<file path="config.mk">
export PLATFORM = sky130hd
export DESIGN_NAME = iobus_master
export DESIGN_NICKNAME = d
export VERILOG_FILES = /design/src/rtl/iobus_pkg.sv /design/src/rtl/iobus_wdt.sv /design/src/rtl/iobus_master.sv
export SDC_FILE = /design/constraint.sdc
export NUM_CORES = 1
export LEC_CHECK = 0
export ABC_AREA = 1
export CORE_ASPECT_RATIO = 1.1
export CORE_MARGIN = 5
export CORE_UTILIZATION = 45
export CTS_BUF_LIST = sky130_fd_sc_hd__clkbuf_8
export DETAILED_ROUTE_END_ITERATION = 10
export GPL_TIMING_DRIVEN = 1
export PLACE_DENSITY = 0.91
export RECOVER_POWER = 25
export SYNTH_ARGS = -nofsm -noshare
export SYNTH_HDL_FRONTEND = slang
export SYNTH_HIERARCHICAL = 1
export SYNTH_SLANG_ARGS = --single-unit
</file>
<file path="constraint.sdc">
create_clock -name Clk -period 7.2 [get_ports Clk]
set_input_delay 0.72 -clock Clk [delete_from_list [all_inputs] [get_ports Clk]]
set_output_delay 0.72 -clock Clk [all_outputs]
set_load 0.03 [all_outputs]
</file>
<file path="src/rtl/iobus_pkg.sv">
// Shared types and constants for the IO bus initiator and its watchdog.
package iobus_pkg;

    localparam int IOBUS_AW  = 32;
    localparam int IOBUS_DW  = 32;
    localparam int IOBUS_BEW = 4;

    localparam int IOBUS_TIMEOUT_DEFAULT = 16;

    typedef enum logic [1:0] {
        IOM_IDLE   = 2'd0,
        IOM_STROBE = 2'd1,
        IOM_WAIT   = 2'd2,
        IOM_RESP   = 2'd3
    } iom_state_t;

endpackage

</file>
<file path="src/rtl/iobus_wdt.sv">
// WAIT-phase watchdog: counts cycles without IO_Ready and flags expiry at P_TIMEOUT-1.
module iobus_wdt
    import iobus_pkg::*;
#(
    parameter int P_TIMEOUT = IOBUS_TIMEOUT_DEFAULT
) (
    input  logic Clk,
    input  logic Reset,
    input  logic clear,
    input  logic enable,
    output logic expired
);

    localparam logic [15:0] LAST = 16'(P_TIMEOUT - 1);

    logic [15:0] count_reg;

    // Saturates at LAST so a stalled master never wraps back to a live count.
    always_ff @(posedge Clk or posedge Reset) begin
        if (Reset) begin
            count_reg <= '0;
        end else if (clear) begin
            count_reg <= '0;
        end else if (enable && (count_reg != LAST)) begin
            count_reg <= count_reg + 16'd1;
        end
    end

    assign expired = (count_reg == LAST);

endmodule

</file>
<file path="src/rtl/iobus_master.sv">
// MicroBlaze MCS IO bus initiator: one accepted command -> one bus transaction -> one response.
// Build option IOBUS_TIMEOUT_EN: unanswered transactions end with rsp_err after P_TIMEOUT WAIT cycles.
module iobus_master
    import iobus_pkg::*;
#(
    parameter int                  P_TIMEOUT   = IOBUS_TIMEOUT_DEFAULT,
    parameter logic [IOBUS_DW-1:0] P_ERR_RDATA = '0
) (
    input  logic                 Clk,
    input  logic                 Reset,
    input  logic                 cmd_valid,
    output logic                 cmd_ready,
    input  logic                 cmd_write,
    input  logic [IOBUS_AW-1:0]  cmd_addr,
    input  logic [IOBUS_BEW-1:0] cmd_be,
    input  logic [IOBUS_DW-1:0]  cmd_wdata,
    output logic                 rsp_valid,
    output logic [IOBUS_DW-1:0]  rsp_rdata,
    output logic                 rsp_err,
    output logic                 busy,
    output logic                 IO_Addr_Strobe,
    output logic                 IO_Read_Strobe,
    output logic                 IO_Write_Strobe,
    output logic [IOBUS_AW-1:0]  IO_Address,
    output logic [IOBUS_BEW-1:0] IO_Byte_Enable,
    output logic [IOBUS_DW-1:0]  IO_Write_Data,
    input  logic                 IO_Ready,
    input  logic [IOBUS_DW-1:0]  IO_Read_Data
);

    iom_state_t state_reg;
    logic       write_reg;
    logic       wdt_expired;

`ifdef IOBUS_TIMEOUT_EN
    iobus_wdt #(
        .P_TIMEOUT(P_TIMEOUT)
    ) u_wdt (
        .Clk    (Clk),
        .Reset  (Reset),
        .clear  (state_reg == IOM_STROBE),
        .enable ((state_reg == IOM_WAIT) && !IO_Ready),
        .expired(wdt_expired)
    );
`else
    // Watchdog compiled out: never expires, so WAIT only ends on IO_Ready.
    assign wdt_expired = (P_TIMEOUT < 0);
`endif

    // cmd_ready comes up one cycle after reset release, so accept is gated on it.
    always_ff @(posedge Clk or posedge Reset) begin
        if (Reset) begin
            state_reg       <= IOM_IDLE;
            write_reg       <= 1'b0;
            cmd_ready       <= 1'b0;
            busy            <= 1'b0;
            rsp_valid       <= 1'b0;
            rsp_rdata       <= '0;
            rsp_err         <= 1'b0;
            IO_Addr_Strobe  <= 1'b0;
            IO_Read_Strobe  <= 1'b0;
            IO_Write_Strobe <= 1'b0;
            IO_Address      <= '0;
            IO_Byte_Enable  <= '0;
            IO_Write_Data   <= '0;
        end else begin
            rsp_valid       <= 1'b0;
            IO_Addr_Strobe  <= 1'b0;
            IO_Read_Strobe  <= 1'b0;
            IO_Write_Strobe <= 1'b0;
            case (state_reg)
                IOM_IDLE: begin
                    cmd_ready <= 1'b1;
                    if (cmd_valid && cmd_ready) begin
                        write_reg       <= cmd_write;
                        IO_Address      <= cmd_addr;
                        IO_Byte_Enable  <= cmd_be;
                        IO_Write_Data   <= cmd_wdata;
                        IO_Addr_Strobe  <= 1'b1;
                        IO_Write_Strobe <= cmd_write;
                        IO_Read_Strobe  <= !cmd_write;
                        cmd_ready       <= 1'b0;
                        busy            <= 1'b1;
                        state_reg       <= IOM_STROBE;
                    end
                end
                IOM_STROBE: begin
                    state_reg <= IOM_WAIT;
                end
                IOM_WAIT: begin
                    // Ready takes priority over a watchdog expiry in the same cycle.
                    if (IO_Ready) begin
                        rsp_rdata <= write_reg ? '0 : IO_Read_Data;
                        rsp_err   <= 1'b0;
                        rsp_valid <= 1'b1;
                        state_reg <= IOM_RESP;
                    end else if (wdt_expired) begin
                        rsp_rdata <= P_ERR_RDATA;
                        rsp_err   <= 1'b1;
                        rsp_valid <= 1'b1;
                        state_reg <= IOM_RESP;
                    end
                end
                IOM_RESP: begin
                    busy      <= 1'b0;
                    cmd_ready <= 1'b1;
                    state_reg <= IOM_IDLE;
                end
                default: begin
                    state_reg <= IOM_IDLE;
                end
            endcase
        end
    end

endmodule

</file>
==> flow_summary.json, run 1 <==
{
  "yosysTopAreaCell": "dfrtp_1",
  "clock-sinks": 109,
  "p_leak_nw": 3.21,
  "cts_tree": "built",
  "utilization": 0.709,
  "slew-limit-headroom": -0.426,
  "via_per_inst": 4.73,
  "seq_power_share": 0.344,
  "reg2regPathDepth": 5,
  "ys_ff_latch": 109,
  "ant_nets": 0,
  "violations": "capacitance limit, slew limit",
  "finalCritPeriodShare": 0.431,
  "synth_top_area_share": 0.647,
  "drc": 0,
  "cp.required_ns": 7.34,
  "synthTopCellsByArea": "dfrtp_1, nand2_1, o21ai_0",
  "top_regs": "IO_Address x32, IO_Write_Data x32, rsp_rdata x32",
  "critPathKind": "in -> reg",
  "die-width_um": 102,
  "slowest_delay_ns": 1.52,
  "power_frac_clock": 0.123,
  "dr.pass1.iters": 6,
  "drive_above_1_share": 0.0280,
  "dieArea_mm2": 0.0114,
  "p_switching_mw": 1.34,
  "cts-resized-gates": 0,
  "cts_buffers": 9,
  "area_delta_synth_final_pct": 55.7,
  "slew_viol_final": 115,
  "n_antenna_cell": 0,
  "worstReg2RegStart": "state_reg[0]",
  "critPathLaunch": "IO_Ready",
  "clk_pin_slew_ns": 0.10,
  "tightest_slew_ns": 2.14,
  "final_common_cell": "nand2_1",
  "seq_area_frac_synth": 0.647,
  "r2r_slack_ns": 4.31,
  "rsz0062_at_grt": "false",
  "status": "complete, but fails checks",
  "synthCells": 474,
  "grt_use_total": 0.210,
  "grt_pass1_vias": 3939,
  "netlist_area_mm2": 0.00422,
  "htree_levels": 3,
  "slowest_stage": "clkbuf_1",
  "postCtsSetupBuffers": 0,
  "p_per_area_mw_per_mm2": 462,
  "vias": 3758,
  "switching_share": 0.440,
  "antenna_found_initial": 0,
  "grt_max_degree": 73,
  "drv_cap": 2,
  "clock_latency_ns": 0.36,
  "peakVddDrop_mv": 0.233,
  "initial_utilization": 0.456,
  "fillers": 691,
  "endpoint_kind": "register",
  "gr-total-overflow": 0,
  "timing.rr.end": "rsp_rdata[26]",
  "setup_violations": 0,
  "total_power_mw": 3.03,
  "num_io_pins": 212,
  "synth_warnings": 6,
  "rows": 37,
  "hp-class": "reg -> reg",
  "wl_per_cell_um": 14.8,
  "gp_congestion": 0.816,
  "fmax_mhz": 322,
  "arrival_ns": 3.25,
  "layout_min_cycle_time_ns": 3.10,
  "syn_area_per_cell_um2": 8.90,
  "hold_viol": 0,
  "hold_buffers": 0,
  "pwr-share-comb": 0.533,
  "die_h_um": 112,
  "start_kind": "primary input",
  "mostFrequentLayoutCells": "nand2_1, clkdlybuf4s50_1, dfrtp_1",
  "p_int_mw": 1.70,
  "cp-endpoint": "rsp_rdata[26]",
  "syn_nets": 583,
  "coreArea_mm2": 0.00926,
  "grt_pass1_wl_um": 18900,
  "drtIter0Drc": 183,
  "clockBufferDepth": 2,
  "crit_path_max_fanout": 65,
  "drt-total-wl_um": 11800,
  "skew_ns": 0.00972,
  "dp_hpwl_um": 8710,
  "port_buffers": 210,
  "fin_nets": 782,
  "clockRootBuffer": "clkbuf_8",
  "yosysUniqueCellTypes": 16,
  "path_cells": "dlygate4sd3_1 > nand2_1 > clkbuf_1 > o21ai_0",
  "finalSetupTns_ns": 0
}
-- critical path: cells and delay by family --
family	cells	cell delay (ns)
compound gates	1	0.38
buf+inv	2	2.07
simple gates	1	0.07
-- logic make-up after synthesis --
| family | count (synthesis) | share of synthesized area |
|---|---|---|
| buffers and inverters | 37 | 0.0398 |
| AOI/OAI and AO/OA | 34 | 0.0403 |
| DFF | 109 | 0.647 |
| adders and majority gates | 4 | 0.0119 |
| and+or+nand+nor | 289 | 0.260 |
| other | 1 | 0.000889 |
-- final cells by class --
type	instances	area [µm²]	share of cell area
well taps	117	146	0.0223
repair buffers	213	2120	0.323
flip-flops and latches	109	2730	0.415
multi-input cells	328	1320	0.201
inverters	12	46.3	0.00705
clock inverters	5	51.3	0.00781
clock buffers	11	151	0.0231
-- worst min path at each step --
stage	start	end	slack [ns]	cells after the start
2_1_floorplan	state_reg[0]	state_reg[0]	0.47	2
3_3_place_gp	IO_Write_Data[6]	IO_Write_Data[6]	0.45	2
3_5_place_dp	IO_Write_Data[21]	IO_Write_Data[21]	0.46	2
4_1_cts	IO_Write_Data[13]	IO_Write_Data[13]	0.48	2
5_1_grt	IO_Write_Data[21]	IO_Write_Data[21]	0.50	2
6_report	IO_Write_Data[23]	IO_Write_Data[23]	0.48	2
-- cell usage after synthesis (all sizes together) --
cell / instances
o21ai: 34
clkbuf: 12
and2: 1
nor2: 3
nand3: 3
nand2: 282
inv: 12
conb: 1
ha: 4
buf: 13
dfrtp: 109
-- routing by layer --
metal,part of all wire,up-vias,global-route usage
li1,-,1827,-
met1,0.40,1735,0.256
met2,0.49,161,0.348
met3,0.071,35,0.0432
met4,0.038,0,0.107
met5,0,-,0
-- power by group through the flow --
stage | logic [mW] | registers (mW) | clock network (mW)
CTS | 1.64 | 1.04 | 0.381
finish | 1.62 | 1.04 | 0.374
global route | 1.74 | 1.08 | 0.408
global placement | 1.59 | 1.04 | 0
floorplan | 0.400 | 1.55 | 0
detailed placement | 1.63 | 1.05 | 0
-- metrics by stage --
stage,hold slack (ns),worst slack (ns),instances,area (µm²)
finish,0.475,4.10,795,6570
floorplan,0.469,3.61,474,4220
CTS,0.481,4.52,795,6570
detailed placement,0.458,4.13,779,6370
global route,0.499,3.76,795,6570
global placement,0.453,4.21,779,6370
Note: power is estimated with default switching activity, not from simulation.
==> run 2: changes to the inputs <==
- CORE_UTILIZATION: 45 -> 41
- PLACE_DENSITY: 0.91 -> 0.84
- clock period: 7.2 -> 3.2 ns (I/O delays scaled with it)
==> run 2 against run 1 <==
  * Global-route usage is 1.6 points lower
  * Largest cell class unchanged
  * First-iteration DRC count decreased by 11%
  * Sequential power rose by 120%
  * Die area increased by 8.8%
  * Wire length rose by 0.99%
  * The run still ends with capacitance limit, slew limit left
  * Core utilization down 5.1 points
  * Non-clock buffer count rose by 2
  * Sequential share of layout area down 0.063 points
  * Combinational power rose by 130%
  * Flip-flop and latch count unchanged
==> flow_summary.json, run 2 (synthesis gave the netlist of run 1 again) <==
{
  "worstReg2RegStart": "state_reg[0]",
  "drc": 0,
  "rows": 38,
  "finalCritPeriodShare": 0.677,
  "htree_levels": 3,
  "hp-class": "reg -> reg",
  "grt_max_degree": 72,
  "status": "complete, but fails checks",
  "gr-total-overflow": 0,
  "finalSetupTns_ns": 0,
  "critPathKind": "reg -> reg",
  "pwr-share-comb": 0.541,
  "clockBufferDepth": 2,
  "dr.pass1.iters": 4,
  "initial_utilization": 0.422,
  "fillers": 811,
  "num_io_pins": 212,
  "holdCritStartpoint": "IO_Address[30]",
  "cts_tree": "built",
  "drtIter0Drc": 163,
  "drive_above_1_share": 0.0338,
  "cts_buffers": 9,
  "rsz0062_at_grt": "false",
  "die_h_um": 116,
  "vias": 3777,
  "final_cell_area_mm2": 0.00658,
  "antenna_found_initial": 0,
  "final_common_cell": "nand2_1",
  "layout_min_cycle_time_ns": 2.17,
  "start_kind": "register",
  "postCtsSetupBuffers": 0,
  "area_delta_synth_final_pct": 55.9,
  "drv_cap": 1,
  "via_per_inst": 4.72,
  "hold_buffers": 0,
  "final_cells": 801,
  "clock-sinks": 109,
  "p_int_mw": 3.75,
  "place_area_mm2": 0.00640,
  "slew-limit-headroom": -0.257,
  "pre_cts_ws_ns": 0.988,
  "cp.required_ns": 3.47,
  "setup_slack_ns": 1.03,
  "clock_latency_ns": 0.36,
  "endpoint_kind": "register",
  "switching_share": 0.444,
  "die-width_um": 107,
  "setup_violations": 0,
  "arrival_ns": 2.44,
  "seq_power_share": 0.346,
  "drt-total-wl_um": 11900,
  "crit_path_max_fanout": 42,
  "clk_pin_slew_ns": 0.10,
  "p_per_area_mw_per_mm2": 1030,
  "peakVddDrop_mv": 0.503,
  "skew_ns": 0.00917,
  "port_buffers": 210,
  "fin_nets": 784,
  "dp_hpwl_um": 8870,
  "p_switching_mw": 3.00,
  "hold_viol": 0,
  "power_frac_clock": 0.113,
  "dpl.cell_count": 784,
  "r2r_slack_ns": 1.03,
  "grt_pass1_vias": 3900,
  "grt_use_total": 0.194,
  "dieArea_mm2": 0.0124,
  "violations": "capacitance limit, slew limit",
  "tightest_slew_ns": 1.88,
  "grt_pass1_wl_um": 19000,
  "clockRootBuffer": "clkbuf_8",
  "mostFrequentLayoutCells": "nand2_1, clkdlybuf4s50_1, dfrtp_1",
  "critPathLaunch": "state_reg[0]",
  "holdPathEnd": "IO_Address[30]",
  "reg2regPathDepth": 6,
  "ant_nets": 0,
  "wl_per_cell_um": 14.8,
  "cts-resized-gates": 0,
  "top_regs": "IO_Address x32, IO_Write_Data x32, rsp_rdata x32",
  "holdPathStages": 2,
  "gp_congestion": 0.777,
  "slew_viol_final": 50,
  "fmax_mhz": 462,
  "coreArea_mm2": 0.00998,
  "p_leak_nw": 3.22,
  "timing.rr.end": "rsp_rdata[28]"
}
[run 2: per-stage QoR]
stage           util  power (mW)  hold WS, ns
2_1_floorplan      -        4.40        0.386
3_3_place_gp   0.641        5.93        0.453
3_5_place_dp   0.641        6.04        0.462
4_1_cts        0.659        6.83        0.402
5_1_grt        0.658        7.21        0.456
6_report       0.659        6.75        0.479
[run 2: how the worst max path moves through the flow]
| stage | to | slack, ns | depth (start not counted) |
|---|---|---|---|
| after global placement | rsp_rdata[30] | 1.02 | 5 |
| after global routing | IO_Write_Data[5] | 0.64 | 2 |
| after floorplan | IO_Addr_Strobe | 0.006 | 1 |
| after CTS | rsp_rdata[30] | 1.03 | 6 |
| final | rsp_rdata[28] | 1.03 | 6 |
| after detailed placement | rsp_rdata[30] | 0.99 | 5 |
[run 2: critical path: stages, from the launching register on]
cell and delay (ns):
dfrtp_1 0.39, inv_1 0.09, ha_1 0.24, nand2_1 0.79, buf_4 0.38, nand2_1 0.09, o21ai_0 0.09
[run 2: final cells by class]
class                   instances  area [µm²]  share of cell area
inverters                      12        45.0             0.00685
well taps                     120         150              0.0228
diodes                          1        2.50            0.000381
multi-input cells             328        1320               0.201
flip-flops and latches        109        2730               0.415
repair buffers                215        2150               0.327
clock inverters                 5        25.0             0.00381
clock buffers                  11         151              0.0230
[run 2: power groups by stage]
stage                     combinational [mW]  clock, mW  sequential (mW)
final                                   3.66      0.761             2.33
after global routing                    3.94      0.847             2.42
after CTS                               3.70      0.785             2.34
after detailed placement                3.69          0             2.35
after global placement                  3.59          0             2.33
after floorplan                        0.901          0             3.50
[run 2: per-layer routing]
| metal | vias to the layer above | GRT usage | wire length, µm |
|---|---|---|---|
| li1 | 1838 | - | - |
| met1 | 1765 | 0.236 | 4740 |
| met2 | 149 | 0.319 | 5870 |
| met3 | 25 | 0.0586 | 926 |
| met4 | 0 | 0.0921 | 352 |
| met5 | - | 0 | 0 |
